<file path="src/rtl/fp_mul_seq_if.sv">
`default_nettype none
// ==========================================================================
// fp_mul_seq_if : operand/result bundle for the sequential FP multiplier
// Revision 1.0
// ==========================================================================
interface fp_mul_seq_if;
  logic        start;
  logic [31:0] a;
  logic [31:0] b;
  logic        done;
  logic        busy;
  logic [31:0] p;
  logic        of;
  logic        uf;
  logic        nanf;
  logic        inff;
  logic        dnf;
  logic        zf;

  modport master (
    output start, a, b,
    input  done, busy, p, of, uf, nanf, inff, dnf, zf
  );

  modport slave (
    input  start, a, b,
    output done, busy, p, of, uf, nanf, inff, dnf, zf
  );
endinterface
`default_nettype wire

</file>
<file path="src/rtl/fp_mul_seq.sv">
`default_nettype none
// ==========================================================================
// fp_mul_seq : iterative IEEE-754 single multiplier, RNE, denormals flushed
// Revision 1.0
// ==========================================================================
module fp_mul_seq #(
  parameter int RADIX_BITS = 1
) (
  input  logic         clk,
  input  logic         rst,
  fp_mul_seq_if.slave  bus
);

  localparam int         MUL_CYCLES = 24 / RADIX_BITS;
  localparam logic [4:0] CNT_LAST   = 5'(MUL_CYCLES - 1);

  typedef enum logic [2:0] {
    IDLE   = 3'd0,
    UNPACK = 3'd1,
    MUL    = 3'd2,
    NORM   = 3'd3,
    ROUND  = 3'd4,
    DONE   = 3'd5
  } state_t;

  state_t state, state_nx;

  logic [31:0]        opa, opb;
  logic [47:0]        mcand, acc;
  logic [23:0]        mq, mant;
  logic [4:0]         cnt;
  logic signed [9:0]  exp_q;
  logic               g, r, s;
  logic [31:0]        p_q;
  logic               of_q, uf_q, nan_q, inf_q, dn_q, z_q;

  // Operand classification is taken straight from the held operands.
  wire [7:0]  ea = opa[30:23];
  wire [7:0]  eb = opb[30:23];
  wire        a_zero = (ea == 8'd0);
  wire        b_zero = (eb == 8'd0);
  wire        a_dn   = a_zero && (opa[22:0] != 23'd0);
  wire        b_dn   = b_zero && (opb[22:0] != 23'd0);
  wire        a_inf  = (ea == 8'hFF) && (opa[22:0] == 23'd0);
  wire        b_inf  = (eb == 8'hFF) && (opb[22:0] == 23'd0);
  wire        a_nan  = (ea == 8'hFF) && (opa[22:0] != 23'd0);
  wire        b_nan  = (eb == 8'hFF) && (opb[22:0] != 23'd0);
  wire        sign   = opa[31] ^ opb[31];

  wire [23:0] ma = a_zero ? 24'd0 : {1'b1, opa[22:0]};
  wire [23:0] mb = b_zero ? 24'd0 : {1'b1, opb[22:0]};
  wire signed [9:0] exp0 = {2'b00, ea} + {2'b00, eb} - 10'd127;

  wire [47:0] part = mcand * 48'(mq[RADIX_BITS-1:0]);

  wire        inc     = g & (r | s | mant[0]);
  wire [24:0] msum    = {1'b0, mant} + {24'd0, inc};
  wire signed [9:0] exp_r = exp_q + (msum[24] ? 10'sd1 : 10'sd0);
  wire [22:0] frac    = msum[24] ? msum[23:1] : msum[22:0];

  wire        res_nan = a_nan | b_nan | (a_inf & b_zero) | (b_inf & a_zero);
  wire        res_inf = a_inf | b_inf;
  wire        res_zero = a_zero | b_zero;
  wire        res_ovf = (exp_r >= 10'sd255);
  wire        res_unf = (exp_r < 10'sd1);

  logic [31:0] rp;
  logic        rof, ruf, rnan, rinf, rz;

  // Result selection in fixed priority: NaN, Inf, Zero, overflow, underflow, normal.
  always_comb begin
    rp   = {sign, exp_r[7:0], frac};
    rof  = 1'b0;
    ruf  = 1'b0;
    rnan = 1'b0;
    rinf = 1'b0;
    rz   = 1'b0;
    if (res_nan) begin
      rp   = 32'h7FC0_0000;
      rnan = 1'b1;
    end else if (res_inf) begin
      rp   = {sign, 8'hFF, 23'd0};
      rinf = 1'b1;
    end else if (res_zero) begin
      rp   = {sign, 31'd0};
      rz   = 1'b1;
    end else if (res_ovf) begin
      rp   = {sign, 8'hFF, 23'd0};
      rof  = 1'b1;
      rinf = 1'b1;
    end else if (res_unf) begin
      rp   = {sign, 31'd0};
      ruf  = 1'b1;
      rz   = 1'b1;
    end
  end

  always_ff @(posedge clk) begin
    if (!rst) state <= IDLE;
    else      state <= state_nx;
  end

  always_comb begin
    state_nx = state;
    case (state)
      IDLE:    if (bus.start) state_nx = UNPACK;
      UNPACK:  state_nx = MUL;
      MUL:     if (cnt == CNT_LAST) state_nx = NORM;
      NORM:    state_nx = ROUND;
      ROUND:   state_nx = DONE;
      DONE:    state_nx = bus.start ? UNPACK : IDLE;
      default: state_nx = IDLE;
    endcase
  end

  always_ff @(posedge clk) begin
    if (!rst) begin
      opa   <= '0;  opb  <= '0;
      mcand <= '0;  acc  <= '0;
      mq    <= '0;  mant <= '0;
      cnt   <= '0;  exp_q <= '0;
      g     <= 1'b0; r <= 1'b0; s <= 1'b0;
      p_q   <= '0;
      of_q  <= 1'b0; uf_q <= 1'b0; nan_q <= 1'b0;
      inf_q <= 1'b0; dn_q <= 1'b0; z_q   <= 1'b0;
    end else begin
      case (state)
        IDLE, DONE: begin
          if (bus.start) begin
            opa <= bus.a;
            opb <= bus.b;
          end
        end
        UNPACK: begin
          mcand <= {24'd0, ma};
          mq    <= mb;
          acc   <= '0;
          cnt   <= '0;
          exp_q <= exp0;
        end
        MUL: begin
          acc   <= acc + part;
          mcand <= mcand << RADIX_BITS;
          mq    <= mq >> RADIX_BITS;
          cnt   <= cnt + 5'd1;
        end
        NORM: begin
          if (acc[47]) begin
            mant  <= acc[47:24];
            g     <= acc[23];
            r     <= acc[22];
            s     <= |acc[21:0];
            exp_q <= exp_q + 10'sd1;
          end else begin
            mant  <= acc[46:23];
            g     <= acc[22];
            r     <= acc[21];
            s     <= |acc[20:0];
          end
        end
        ROUND: begin
          p_q   <= rp;
          of_q  <= rof;
          uf_q  <= ruf;
          nan_q <= rnan;
          inf_q <= rinf;
          dn_q  <= a_dn | b_dn;
          z_q   <= rz;
        end
        default: ;
      endcase
    end
  end

  assign bus.done = (state == DONE);
  assign bus.busy = (state != IDLE);
  assign bus.p    = p_q;
  assign bus.of   = of_q;
  assign bus.uf   = uf_q;
  assign bus.nanf = nan_q;
  assign bus.inff = inf_q;
  assign bus.dnf  = dn_q;
  assign bus.zf   = z_q;

endmodule
`default_nettype wire

</file>
<file path="src/flat_wrapper.sv">
// flat-port wrapper written by rule: the top's interface ports become plain ports
module fp_mul_seq_flat 
#(
  parameter int RADIX_BITS = 1
)
  (clk, rst, bus_start, bus_a, bus_b, bus_done, bus_busy, bus_p, bus_of, bus_uf, bus_nanf, bus_inff, bus_dnf, bus_zf);
  fp_mul_seq_if bus_i ();
  input  logic clk;
  input  logic rst;
  input wire logic [$bits(bus_i.start)-1:0] bus_start;
  input wire logic [$bits(bus_i.a)-1:0] bus_a;
  input wire logic [$bits(bus_i.b)-1:0] bus_b;
  output wire logic [$bits(bus_i.done)-1:0] bus_done;
  output wire logic [$bits(bus_i.busy)-1:0] bus_busy;
  output wire logic [$bits(bus_i.p)-1:0] bus_p;
  output wire logic [$bits(bus_i.of)-1:0] bus_of;
  output wire logic [$bits(bus_i.uf)-1:0] bus_uf;
  output wire logic [$bits(bus_i.nanf)-1:0] bus_nanf;
  output wire logic [$bits(bus_i.inff)-1:0] bus_inff;
  output wire logic [$bits(bus_i.dnf)-1:0] bus_dnf;
  output wire logic [$bits(bus_i.zf)-1:0] bus_zf;
  assign bus_i.start = bus_start;
  assign bus_i.a = bus_a;
  assign bus_i.b = bus_b;
  assign bus_done = bus_i.done;
  assign bus_busy = bus_i.busy;
  assign bus_p = bus_i.p;
  assign bus_of = bus_i.of;
  assign bus_uf = bus_i.uf;
  assign bus_nanf = bus_i.nanf;
  assign bus_inff = bus_i.inff;
  assign bus_dnf = bus_i.dnf;
  assign bus_zf = bus_i.zf;
  fp_mul_seq #(.RADIX_BITS(RADIX_BITS)) u_core (.clk(clk), .rst(rst), .bus(bus_i));
endmodule
</file>
<file path="config.mk">
export PLATFORM = sky130hd
export DESIGN_NAME = fp_mul_seq_flat
export DESIGN_NICKNAME = d
export VERILOG_FILES = /design/src/rtl/fp_mul_seq_if.sv /design/src/rtl/fp_mul_seq.sv /design/src/flat_wrapper.sv
export SDC_FILE = /design/constraint.sdc
export NUM_CORES = 1
export LEC_CHECK = 0
export CAP_MARGIN = 10
export CELL_PAD_IN_SITES_DETAIL_PLACEMENT = 1
export CELL_PAD_IN_SITES_GLOBAL_PLACEMENT = 1
export CORE_ASPECT_RATIO = 0.8
export CORE_MARGIN = 4
export CORE_UTILIZATION = 48
export DETAILED_ROUTE_END_ITERATION = 10
export PLACE_DENSITY = 0.89
export SLEW_MARGIN = 40
export SYNTH_ARGS = -nofsm -noshare
export SYNTH_HDL_FRONTEND = slang
export SYNTH_SLANG_ARGS = --single-unit
</file>
<file path="constraint.sdc">
create_clock -name clk -period 6.2 [get_ports clk]
set_clock_uncertainty 0.2 [all_clocks]
set_input_delay 1.86 -clock clk [delete_from_list [all_inputs] [get_ports clk]]
set_output_delay 1.86 -clock clk [all_outputs]
set_load 0.1 [all_outputs]
</file>
Yosys cells after proc, flatten, opt, wreduce, memory -nomap -nowiden
Cells that the tools add are included.
W data, S select, Z words.
{ "op_classes": {"add_sub_neg": 7, "mul": 1, "div": 0, "n_lt_le_gt_ge": 2, "eq_ne": 11, "shift": 0, "n_mux": 38, "bitwise_logic": 12, "reduce_logical": 22} }
{ "op_table": {"columns": ["cell", "n"], "rows": [
  ["$pmux W48 S2", 2],
  ["$mux W31", 4],
  ["$mux W24", 3],
  ["$add A48 B48 Y48", 1],
  ["$mul A48 B1 Y48", 1],
  ["$pmux W24 S2", 1],
  ["$logic_not A23 Y1", 2],
  ["$reduce_bool A23 Y1", 2],
  ["$mux W32", 1],
  ["$add A24 B1 Y25", 1],
  ["$mux W23", 1],
  ["$reduce_or A22 Y1", 1],
  ["$reduce_or A21 Y1", 1],
  ["$mux W1", 20],
  ["$pmux W10 S2", 1],
  ["$pmux W3 S6", 1],
  ["$eq A8 B8 Y1 const B", 2],
  ["$logic_not A8 Y1", 2],
  ["$add A10 B10 Y10", 1],
  ["$add A10 B2 Y10 const B", 1],
  ["$ge A10 B9 Y1 const B", 1],
  ["$lt A10 B2 Y1 const B", 1],
  ["$mux W10", 1],
  ["$pmux W5 S2", 1],
  ["other kinds (19)", 40]
]} }
{ "word_totals": {"register_bits": 267, "latchBits": 0, "ram_bits": 0, "rom_bits": 0, "in_bits": 67, "out_inout_bits": 40, "word_cells": 112, "memories": 0} }

Depth between registers and ports, before layout
Gate-level depths: netlist of the first run.
{ "logic_depth": {"ltp_word": 12, "ltp_mapped": 20, "mapped_depth_nobuf": 18} }

Least setup slack after synthesis of the first run
Ideal clock, no wire load.
{ "synth_timing": {"path_type": "flip-flop to flip-flop", "startpoint": "register u_core.g", "endpoint": "register u_core.p_q[11], in the netlist u_core.bus.p[11]", "setup_time_ns": 0.124, "arrival_time_ns": 3.625, "required_ns": 5.876, "setup_slack_ns": 2.251, "stages_incl_launch_ff": 19, "path_buffers": 2, "period_less_slack_ns": 3.949, "path_cell_list": "dfxtp_1 -> and2_1 -> ha_1 -> and3_1 -> and4_1 -> clkbuf_1 -> nand3_1 -> nor3_1 -> ha_1 -> ha_1 -> nand3_1 -> xor2_1 -> or4_1 -> a211oi_1 -> nor2_1 -> and2_0 -> nand3_1 -> clkbuf_2 -> o21ai_0"} }
{ "synth_between": {"elab_chain_cells": 10, "elab_cells_between_ends": 12, "cone_classes": "2 x add/sub; 2 x order compare; 7 x mux; 1 x bitwise"} }
{ "synth_rtl": {"columns": ["element", "line_no", "rtl"], "rows": [
  ["start: declaration", "fp_mul_seq.sv:33", "logic g, r, s;"],
  ["start signal: assignment", "fp_mul_seq.sv:150", "g <= acc[23];"],
  ["start signal: assignment", "fp_mul_seq.sv:156", "g <= acc[22];"],
  ["$and A1 B1 Y1 (*)", "fp_mul_seq.sv:56", "wire inc = g & (r | s | mant[0]);"],
  ["$add A24 B1 Y25 (*)", "fp_mul_seq.sv:57", "wire [24:0] msum = {1'b0, mant} + {24'd0, inc};"],
  ["$mux W1", "fp_mul_seq.sv:58", "wire signed [9:0] exp_r = exp_q + (msum[24] ? 10'sd1 : 10'sd0);"],
  ["$add A10 B10 Y10", "fp_mul_seq.sv:58", null],
  ["$lt A10 B2 Y1", "fp_mul_seq.sv:65", "wire res_unf = (exp_r < 10'sd1);"],
  ["$mux W31", "fp_mul_seq.sv:91", "end else if (res_unf) begin"],
  ["$mux W31 (*)", "fp_mul_seq.sv:87", "end else if (res_ovf) begin"],
  ["$mux W31 (*)", "fp_mul_seq.sv:84", "end else if (res_zero) begin"],
  ["$mux W31 (*)", "fp_mul_seq.sv:81", "end else if (res_inf) begin"],
  ["$mux W32 (*)", "fp_mul_seq.sv:78", "if (res_nan) begin"],
  ["end signal: assignment", "fp_mul_seq.sv:162", "p_q <= rp;"],
  ["end: declaration", "fp_mul_seq.sv:34", "logic [31:0] p_q;"]
]} }
Every way passes the cells marked *; elsewhere a longest branch is shown, timed or not.
A chain may end at the register's enable or synchronous reset.

Worst setup path after layout of the first run
{ "layout_timing": {"startpoint": "register u_core.g", "endpoint": "register u_core.p_q[3], in the netlist u_core.bus.p[3]"} }
The elaborated chain is that of the path after synthesis.

==> impl_results.rst, run 1 <==
.. list-table::
   :header-rows: 1

   * - Metric
     - Value
   * - Clock-pin transition on the worst setup and hold timing paths
     - 70 ps
   * - Outcome
     - finished, final reports clean
   * - Row count
     - 55
   * - Maximum frequency from static timing analysis
     - 0.2077 GHz
   * - Depth of the worst register-to-register path
     - 17
   * - Max-cap violation count
     - 0
   * - Setup Crit Path Kind
     - register to register
   * - Synthesized netlist net count
     - 1,833
   * - Per-cell routed wire length
     - 19.68 µm
   * - CORE AREA
     - 28,210 µm²
   * - Final period utilization
     - 0.7764
   * - Clock tree from TritonCTS
     - yes
   * - DRC
     - 0
   * - Sequential element share of the synthesized area
     - 0.3891
   * - Share of synthesized area spent on multiplexers
     - 0.01977
   * - Worst slew margin relative to its limit
     - 0.4314
   * - Smallest hold slack
     - 259.0 ps
   * - Max stage delay cell, worst path
     - sky130_fd_sc_hd__or4_1
   * - Compound-Gate Fraction of Synth Area
     - 0.2255
   * - Die Height
     - 159.3 µm
   * - Count of flip-flops with a built-in enable after synthesis
     - 0
   * - Initial antenna violation count
     - 0
   * - Number of top-level pins
     - 107
   * - Final critical-path required period
     - 4814 ps
   * - Hold buffer count at CTS
     - 0
   * - Number of diodes added for antenna fixing
     - 0
   * - Sum of net half-perimeters after detailed placement
     - 28.97 mm
   * - Warnings from Yosys
     - 0
   * - Number of cells traversed by the worst hold path
     - 2
   * - Combinational family with the most area after synthesis
     - compound AO/OA/AOI/OAI gates
   * - Max-slew violation total from the final report
     - 0
   * - Unrepaired setup endpoints after global routing
     - false
   * - Maximum single-stage delay on the critical path
     - 500 ps
   * - WP data required
     - 6400 ps
   * - #FFs+latches synth
     - 267
   * - Maximum VDD drop
     - 0.0002243 V
   * - Post-synthesis to final-layout area growth
     - 15.07%
   * - Number of hold violations in the final report
     - 0
   * - Synth Area in Adders
     - 0.05848
   * - Drt first pass iters
     - 8
   * - Final setup TNS
     - 0 ps
   * - Skew-Pair Late Insertion Delay
     - 550 ps
   * - Cell taking the most area after synthesis
     - sky130_fd_sc_hd__dfxtp_1
   * - Count of nets left with antenna violations after detail routing
     - 0
   * - Number of buffers added by the clock tree synthesis step
     - 27
   * - Average footprint of a synthesized cell
     - 8.066 µm²
   * - List of cells traversed by the critical path
     - and2_1 > ha_1 > and3_1 > and4_1 > nand3_1 > nor3_1 > ha_1 > nand3_1 > nor2_1 > nand2_1 > xor2_1 > or4_1 > a211oi_1 > nor2_1 > and2_0 > nand3_1 > o21ai_0
   * - Final Routed Wirelength
     - 41.86 mm
   * - Synth top area share
     - 0.3891
   * - Leading cell type in the layout, fill and taps excluded
     - sky130_fd_sc_hd__dfxtp_1
   * - Effective utilization at floorplan
     - 0.4869
   * - Critical path's most frequent cell
     - sky130_fd_sc_hd__nand3_1
   * - Initial detailed-routing violation count
     - 1,139
   * - Slew at the pin with the worst max-slew slack
     - 850.2 ps
   * - Clock tree buffer depth
     - 3
   * - Final-stage net count
     - 1,866
   * - Count of filler cells inserted in the layout
     - 3,322
   * - Layout cell share with drive strength beyond 1
     - 0.06944
   * - Endpoint class of the critical path
     - register
   * - Async set-or-reset flop fraction in the synthesized netlist
     - 0
   * - Worst Setup Start Kind
     - register
   * - Class of the tightest hold or removal check
     - register to register
   * - Netlist area before placement
     - 13,740 µm²
   * - Area share of xor/xnor cells in the synthesized design
     - 0.05547
   * - Number of instances in the synthesized netlist
     - 1,703
   * - Drt via density
     - 6.108
   * - Overflow left after global routing
     - 0
   * - Total number of vias
     - 12,990
   * - Arrival time of the worst setup path
     - 5010 ps
   * - GPL Wtd Cong
     - 0.8789
   * - CTS H-tree depth
     - 1
   * - Setup violation total in the final timing report
     - 0
   * - Distinct cells, synth
     - 71
   * - Wire length of the first global-routing pass
     - 67.82 mm
   * - Die Footprint
     - 31,410 µm²
   * - Static Leakage
     - 6.198 nW
   * - Via count of the first global-routing pass
     - 13,020
   * - Setup Fix Bufs, Post-CTS
     - 0
   * - Pwr/cell area
     - 265.1 nW/µm²
   * - Synth area leaders
     - sky130_fd_sc_hd__dfxtp_1 (39%), sky130_fd_sc_hd__nand2_1 (6.9%), sky130_fd_sc_hd__ha_1 (5.6%)
   * - Overall fraction of global-route tracks in use
     - 0.2532
   * - Synthesized-area fraction occupied by and/or/nand/nor cells
     - 0.2136
   * - X dimension of the die
     - 197.1 µm
   * - IO buf count
     - 106
   * - Clock Root Buffer
     - sky130_fd_sc_hd__clkbuf_16
   * - Cts repair resizes
     - 0
   * - Synth Flop Type
     - sky130_fd_sc_hd__dfxtp_1
   * - Most used cells in the layout excluding fill and tap cells
     - sky130_fd_sc_hd__dfxtp_1 (267), sky130_fd_sc_hd__nand2_1 (253), sky130_fd_sc_hd__nor2_1 (196), sky130_fd_sc_hd__a21oi_1 (150), sky130_fd_sc_hd__o21ai_0 (78)
   * - Clk sink count
     - 267
   * - Largest fanout on the critical path
     - 11
   * - Largest net degree at the start of global routing
     - 124
## per-layer routing
metal / wire length, µm / up-vias / part of all wire / track usage
met2: 19840 / 349 / 0.47 / 0.4200
met4: 828 / 0 / 0.020 / 0.05986
li1: - / 6169 / - / -
met5: 0 / - / 0 / 0
met1: 19210 / 6404 / 0.46 / 0.3537
met3: 1983 / 69 / 0.047 / 0.03089
## report_power, final
group / total [mW] / leakage (nW) / switching [mW] / internal, mW
clock: 1.86 / 0.496 / 0.712 / 1.15
sequential: 1.85 / 2.16 / 0.0698 / 1.78
combinational: 0.481 / 3.54 / 0.324 / 0.157
## cell type report
| cell class | count | area [µm²] | area share |
|---|---|---|---|
| clock inverter | 15 | 262.8 | 0.01662 |
| multi-input combinational | 1299 | 7923 | 0.5012 |
| inverter | 24 | 95.09 | 0.006015 |
| clock buffer | 35 | 755.7 | 0.04781 |
| timing repair buffer | 117 | 963.4 | 0.06095 |
| sequential | 267 | 5345 | 0.3381 |
| tap | 370 | 462.9 | 0.02929 |
## critical path: cells and delay by family (launching register included)
kind	cells	cell delay, ps
and+or+nand+nor	12	2840
AOI/OAI and AO/OA	2	620
adders and majority gates	2	400
DFF	1	390
xor gates and xnor gates	1	200
## Yosys cell counts, types with 24 or more instances
master                     instances
sky130_fd_sc_hd__a211oi_1         41
sky130_fd_sc_hd__a21o_1           30
sky130_fd_sc_hd__a21oi_1         150
sky130_fd_sc_hd__a222oi_1         42
sky130_fd_sc_hd__a22oi_1          49
sky130_fd_sc_hd__and2_1           60
sky130_fd_sc_hd__clkbuf_1         99
sky130_fd_sc_hd__dfxtp_1         267
sky130_fd_sc_hd__ha_1             61
sky130_fd_sc_hd__inv_1            24
sky130_fd_sc_hd__mux2i_1          26
sky130_fd_sc_hd__nand2_1         254
sky130_fd_sc_hd__nand3_1          31
sky130_fd_sc_hd__nor2_1          198
sky130_fd_sc_hd__o21ai_0          78
sky130_fd_sc_hd__xnor2_1          45
sky130_fd_sc_hd__xor2_1           42
## per-stage QoR
stage                     setup slack, ps  std cells  area [µm²]  total power [mW]  utilization
final                                1386       2127       15810             4.191       0.5603
after global routing                984.2       2127       15810             4.339       0.5603
after CTS                            1448       2127       15790             4.203       0.5597
after detailed placement             1482       2077       14770             2.350       0.5236
after global placement               1607       2077       14960             2.329       0.5301
after floorplan                      2251       1703       13740             2.179            -
## kinds of logic after synthesis
| kind of cell | count (synthesis) |
|---|---|
| xor+xnor | 87 |
| simple gates | 654 |
| compound gates | 468 |
| flops | 267 |
| fa+ha+maj | 63 |
| mux | 27 |
| buf+inv | 137 |
## final timing paths
check	from	end	slack, ps
min	u_core.bus.p[2]$_SDFFE_PN0P_	u_core.bus.p[2]$_SDFFE_PN0P_	260
max reg2reg	u_core.g$_SDFFE_PN0P_	u_core.bus.p[3]$_SDFFE_PN0P_	1390
max	u_core.g$_SDFFE_PN0P_	u_core.bus.p[3]$_SDFFE_PN0P_	1390
min reg2reg	u_core.bus.p[2]$_SDFFE_PN0P_	u_core.bus.p[2]$_SDFFE_PN0P_	260
## flip-flops by register name, summed over array words and instances, names as in the netlist, 3 cells and up
name	count
u_core.opa	32
u_core.state	3
u_core.opb	32
u_core.acc	48
u_core.exp_q	10
u_core.mant	24
u_core.mcand	48
u_core.mq	24
u_core.bus.p	32
u_core.cnt	5
No activity file was read; power rests on OpenSTA's default activity.
==> run 2, diff against run 1 <==
CORE_UTILIZATION = 40   (was 48)
PLACE_DENSITY = 0.8   (was 0.89)
clock period = 4.4 ns   (was 6.2 ns; I/O delays follow)
==> impl_results.rst, run 2 (same netlist as run 1, synthesis figures left out) <==
.. list-table::
   :header-rows: 1

   * - Metric
     - Value
   * - Outcome
     - finished, final reports clean
   * - Initial antenna violation count
     - 0 (unchanged)
   * - Initial detailed-routing violation count
     - 932 (-18%)
   * - Critical hold path startpoint
     - u_core.bus.p[13]$_SDFFE_PN0P_
   * - Clock Root Buffer
     - sky130_fd_sc_hd__clkbuf_16
   * - Drt via density
     - 5.735 (-6.1%)
   * - Sum of net half-perimeters after detailed placement
     - 29.06 mm (+0.31%)
   * - Slew at the pin with the worst max-slew slack
     - 845.7 ps (-4.563 ps)
   * - Final critical-path required period
     - 4073 ps (-740.7 ps)
   * - Clock network power share
     - 0.456 (+0.011)
   * - Final Routed Wirelength
     - 40.92 mm (-2.3%)
   * - Clock-pin transition on the worst setup and hold timing paths
     - 60 ps (about the same)
   * - Register-to-register path setup slack
     - 330 ps (-1060 ps)
   * - Critical path's most frequent cell
     - sky130_fd_sc_hd__ha_1
   * - Switching Power
     - 1.582 mW (+43%)
   * - Pwr/cell area
     - 374.2 nW/µm² (+41%)
   * - Overflow left after global routing
     - 0 (unchanged)
   * - Row count
     - 60 (+9.1%)
   * - Max-cap violation count
     - 0 (unchanged)
   * - Die Footprint
     - 37,390 µm² (+19%)
   * - Post-layout instance area
     - 16,090 µm² (+1.8%)
   * - GPL Wtd Cong
     - 0.8869 (+0.91%)
   * - Final-stage net count
     - 1,885 (+1.0%)
   * - Internal power
     - 4.439 mW (+44%)
   * - Die Height
     - 173.8 µm (+9.1%)
   * - Post-synthesis to final-layout area growth
     - 17.11%
   * - Clk sink count
     - 267 (unchanged)
   * - Via count of the first global-routing pass
     - 12,910 (-0.88%)
   * - Worst slew margin relative to its limit
     - 0.4362 (+0.004818)
   * - Number of cells traversed by the worst hold path
     - 2 (unchanged)
   * - Skew-Pair Late Insertion Delay
     - 570 ps (+20 ps)
   * - Depth of the worst register-to-register path
     - 16 (-1)
   * - Per-cell routed wire length
     - 18.49 µm (-6.0%)
   * - CORE AREA
     - 33,780 µm² (+20%)
   * - Switching portion of total power
     - 0.2627 (-0.001104)
   * - CTS H-tree depth
     - 1 (unchanged)
   * - DRC
     - 0 (unchanged)
   * - Count of nets left with antenna violations after detail routing
     - 0 (unchanged)
   * - Static Leakage
     - 6.310 nW (+1.8%)
   * - Worst Setup Start Kind
     - register
   * - Total number of vias
     - 12,690 (-2.3%)
   * - Maximum VDD drop
     - 0.0004426 V (+97%)
   * - List of cells traversed by the critical path
     - and2_1 > ha_1 > and3_1 > and4_1 > nand3_1 > nor3_2 > ha_1 > ha_1 > xor2_1 > nand4b_1 > or4_1 > a211oi_1 > nor2_1 > and2_1 > nand3_4 > o21ai_0
   * - Combinational share of power
     - 0.112 (-0.003)
   * - Smallest hold slack
     - 249.2 ps (-9.799 ps)
   * - IO buf count
     - 106 (unchanged)
   * - Worst flop-to-flop path endpoint
     - u_core.bus.p[3]$_SDFFE_PN0P_
   * - Overall fraction of global-route tracks in use
     - 0.2093 (-0.04393)
   * - Worst Hold End
     - u_core.bus.p[13]$_SDFFE_PN0P_
   * - Number of buffers added by the clock tree synthesis step
     - 30 (+11%)
   * - Endpoint class of the critical path
     - register
   * - Largest net degree at the start of global routing
     - 162 (+31%)
   * - Top flop regs
     - u_core.acc: 48 flops, u_core.mcand: 48 flops
   * - Setup slack of the critical path after layout
     - 327.0 ps (-1059 ps)
   * - Clock tree from TritonCTS
     - yes
   * - Largest fanout on the critical path
     - 11 (unchanged)
   * - Final setup TNS
     - 0 ps (unchanged)
   * - Max-slew violation total from the final report
     - 0 (unchanged)
   * - X dimension of the die
     - 215.2 µm (+9.2%)
   * - Worst setup slack before clock tree synthesis
     - 48.16 ps (-1434 ps)
   * - WP data required
     - 4640 ps (-1760 ps)
   * - Clock tree buffer depth
     - 3 (unchanged)
   * - Startpoint of the most critical setup path
     - u_core.g$_SDFFE_PN0P_
   * - Effective utilization at floorplan
     - 0.4066 (-0.08024)
   * - Proportion of power drawn by flip-flops and latches
     - 0.432 (-0.009)
   * - Leading cell type in the layout, fill and taps excluded
     - sky130_fd_sc_hd__dfxtp_1
   * - Setup violation total in the final timing report
     - 0 (unchanged)
   * - Total power of the final layout
     - 6.021 mW (+44%)
   * - Number of top-level pins
     - 107 (unchanged)
   * - Wire length of the first global-routing pass
     - 66.97 mm (-1.3%)
   * - Critical R2R Launch
     - u_core.g$_SDFFE_PN0P_
   * - Setup Crit Path Kind
     - register to register
   * - Maximum frequency from static timing analysis
     - 0.2455 GHz (+18%)
   * - Class of the tightest hold or removal check
     - register to register
   * - Max stage delay cell, worst path
     - sky130_fd_sc_hd__or4_1
   * - Most used cells in the layout excluding fill and tap cells
     - sky130_fd_sc_hd__dfxtp_1 (267), sky130_fd_sc_hd__nand2_1 (253), sky130_fd_sc_hd__nor2_1 (196), sky130_fd_sc_hd__a21oi_1 (150), sky130_fd_sc_hd__o21ai_0 (78)
   * - Number of hold violations in the final report
     - 0 (unchanged)
   * - Area after DPL
     - 14,970 µm² (+1.3%)
   * - Drt first pass iters
     - 7 (-1)
   * - Final period utilization
     - 0.9257 (+0.1493)
   * - Number of diodes added for antenna fixing
     - 0 (unchanged)
   * - Layout cell share with drive strength beyond 1
     - 0.07926 (+0.009821)
   * - Arrival time of the worst setup path
     - 4310 ps (-700 ps)
   * - Maximum single-stage delay on the critical path
     - 420 ps (-80 ps)
[run 2: what timing repair did]
action / 4_1_cts / 5_1_grt
setup buffers: 0 / 0
hold buffers: 0 / 0
gates resized for setup: 0 / 5
setup endpoints to repair: 0 / 22
[run 2: cell type report]
cell class                 instances  area, µm²
fill                            4017      17690
tap                              434      543.0
clock inverter                    14      230.2
multi-input combinational       1299       7929
timing repair buffer             133       1089
inverter                          24      95.09
clock buffer                      42      857.1
sequential                       267       5345
[run 2: how the worst max path moves through the flow]
stage	endpoint	slack, ps	cells after the start
finish	u_core.bus.p[3]$_SDFFE_PN0P_	330	16
global route	u_core.bus.p[3]$_SDFFE_PN0P_	-5	17
CTS	u_core.bus.p[3]$_SDFFE_PN0P_	40	16
detailed placement	u_core.bus.p[3]$_SDFFE_PN0P_	50	16
global placement	u_core.bus.p[9]$_SDFFE_PN0P_	220	17
floorplan	u_core.bus.p[11]$_SDFFE_PN0P_	450	18
[run 2: power groups by stage]
stage | clock, mW | combinational, mW | sequential [mW]
4_1_cts | 2.80 | 0.671 | 2.60
3_3_place_gp | 0 | 0.648 | 2.64
6_report | 2.75 | 0.673 | 2.60
3_5_place_dp | 0 | 0.665 | 2.65
5_1_grt | 2.91 | 0.738 | 2.61
2_1_floorplan | 0 | 0.441 | 2.63
[run 2: stage by stage]
stage,cells,utilization
after floorplan,1703,-
after global placement,2157,0.4483
after detailed placement,2157,0.4432
after CTS,2213,0.4754
after global routing,2213,0.4762
final,2213,0.4762
[run 2: critical path, delay by kind of cell (launching register included)]
family	cells	cell delay (ps)
XOR/XNOR	1	280
AND/OR/NAND/NOR	10	2060
AO/OA/AOI/OAI	2	420
flip-flops	1	370
adder cells (fa/ha/maj)	3	600
[run 2: routing by layer]
metal / routed length (µm) / share of wire / track usage
met3: 1697 / 0.041 / 0.03154
met1: 19940 / 0.49 / 0.2932
met2: 18570 / 0.45 / 0.3455
met5: 0 / 0 / 0
met4: 707 / 0.017 / 0.04132
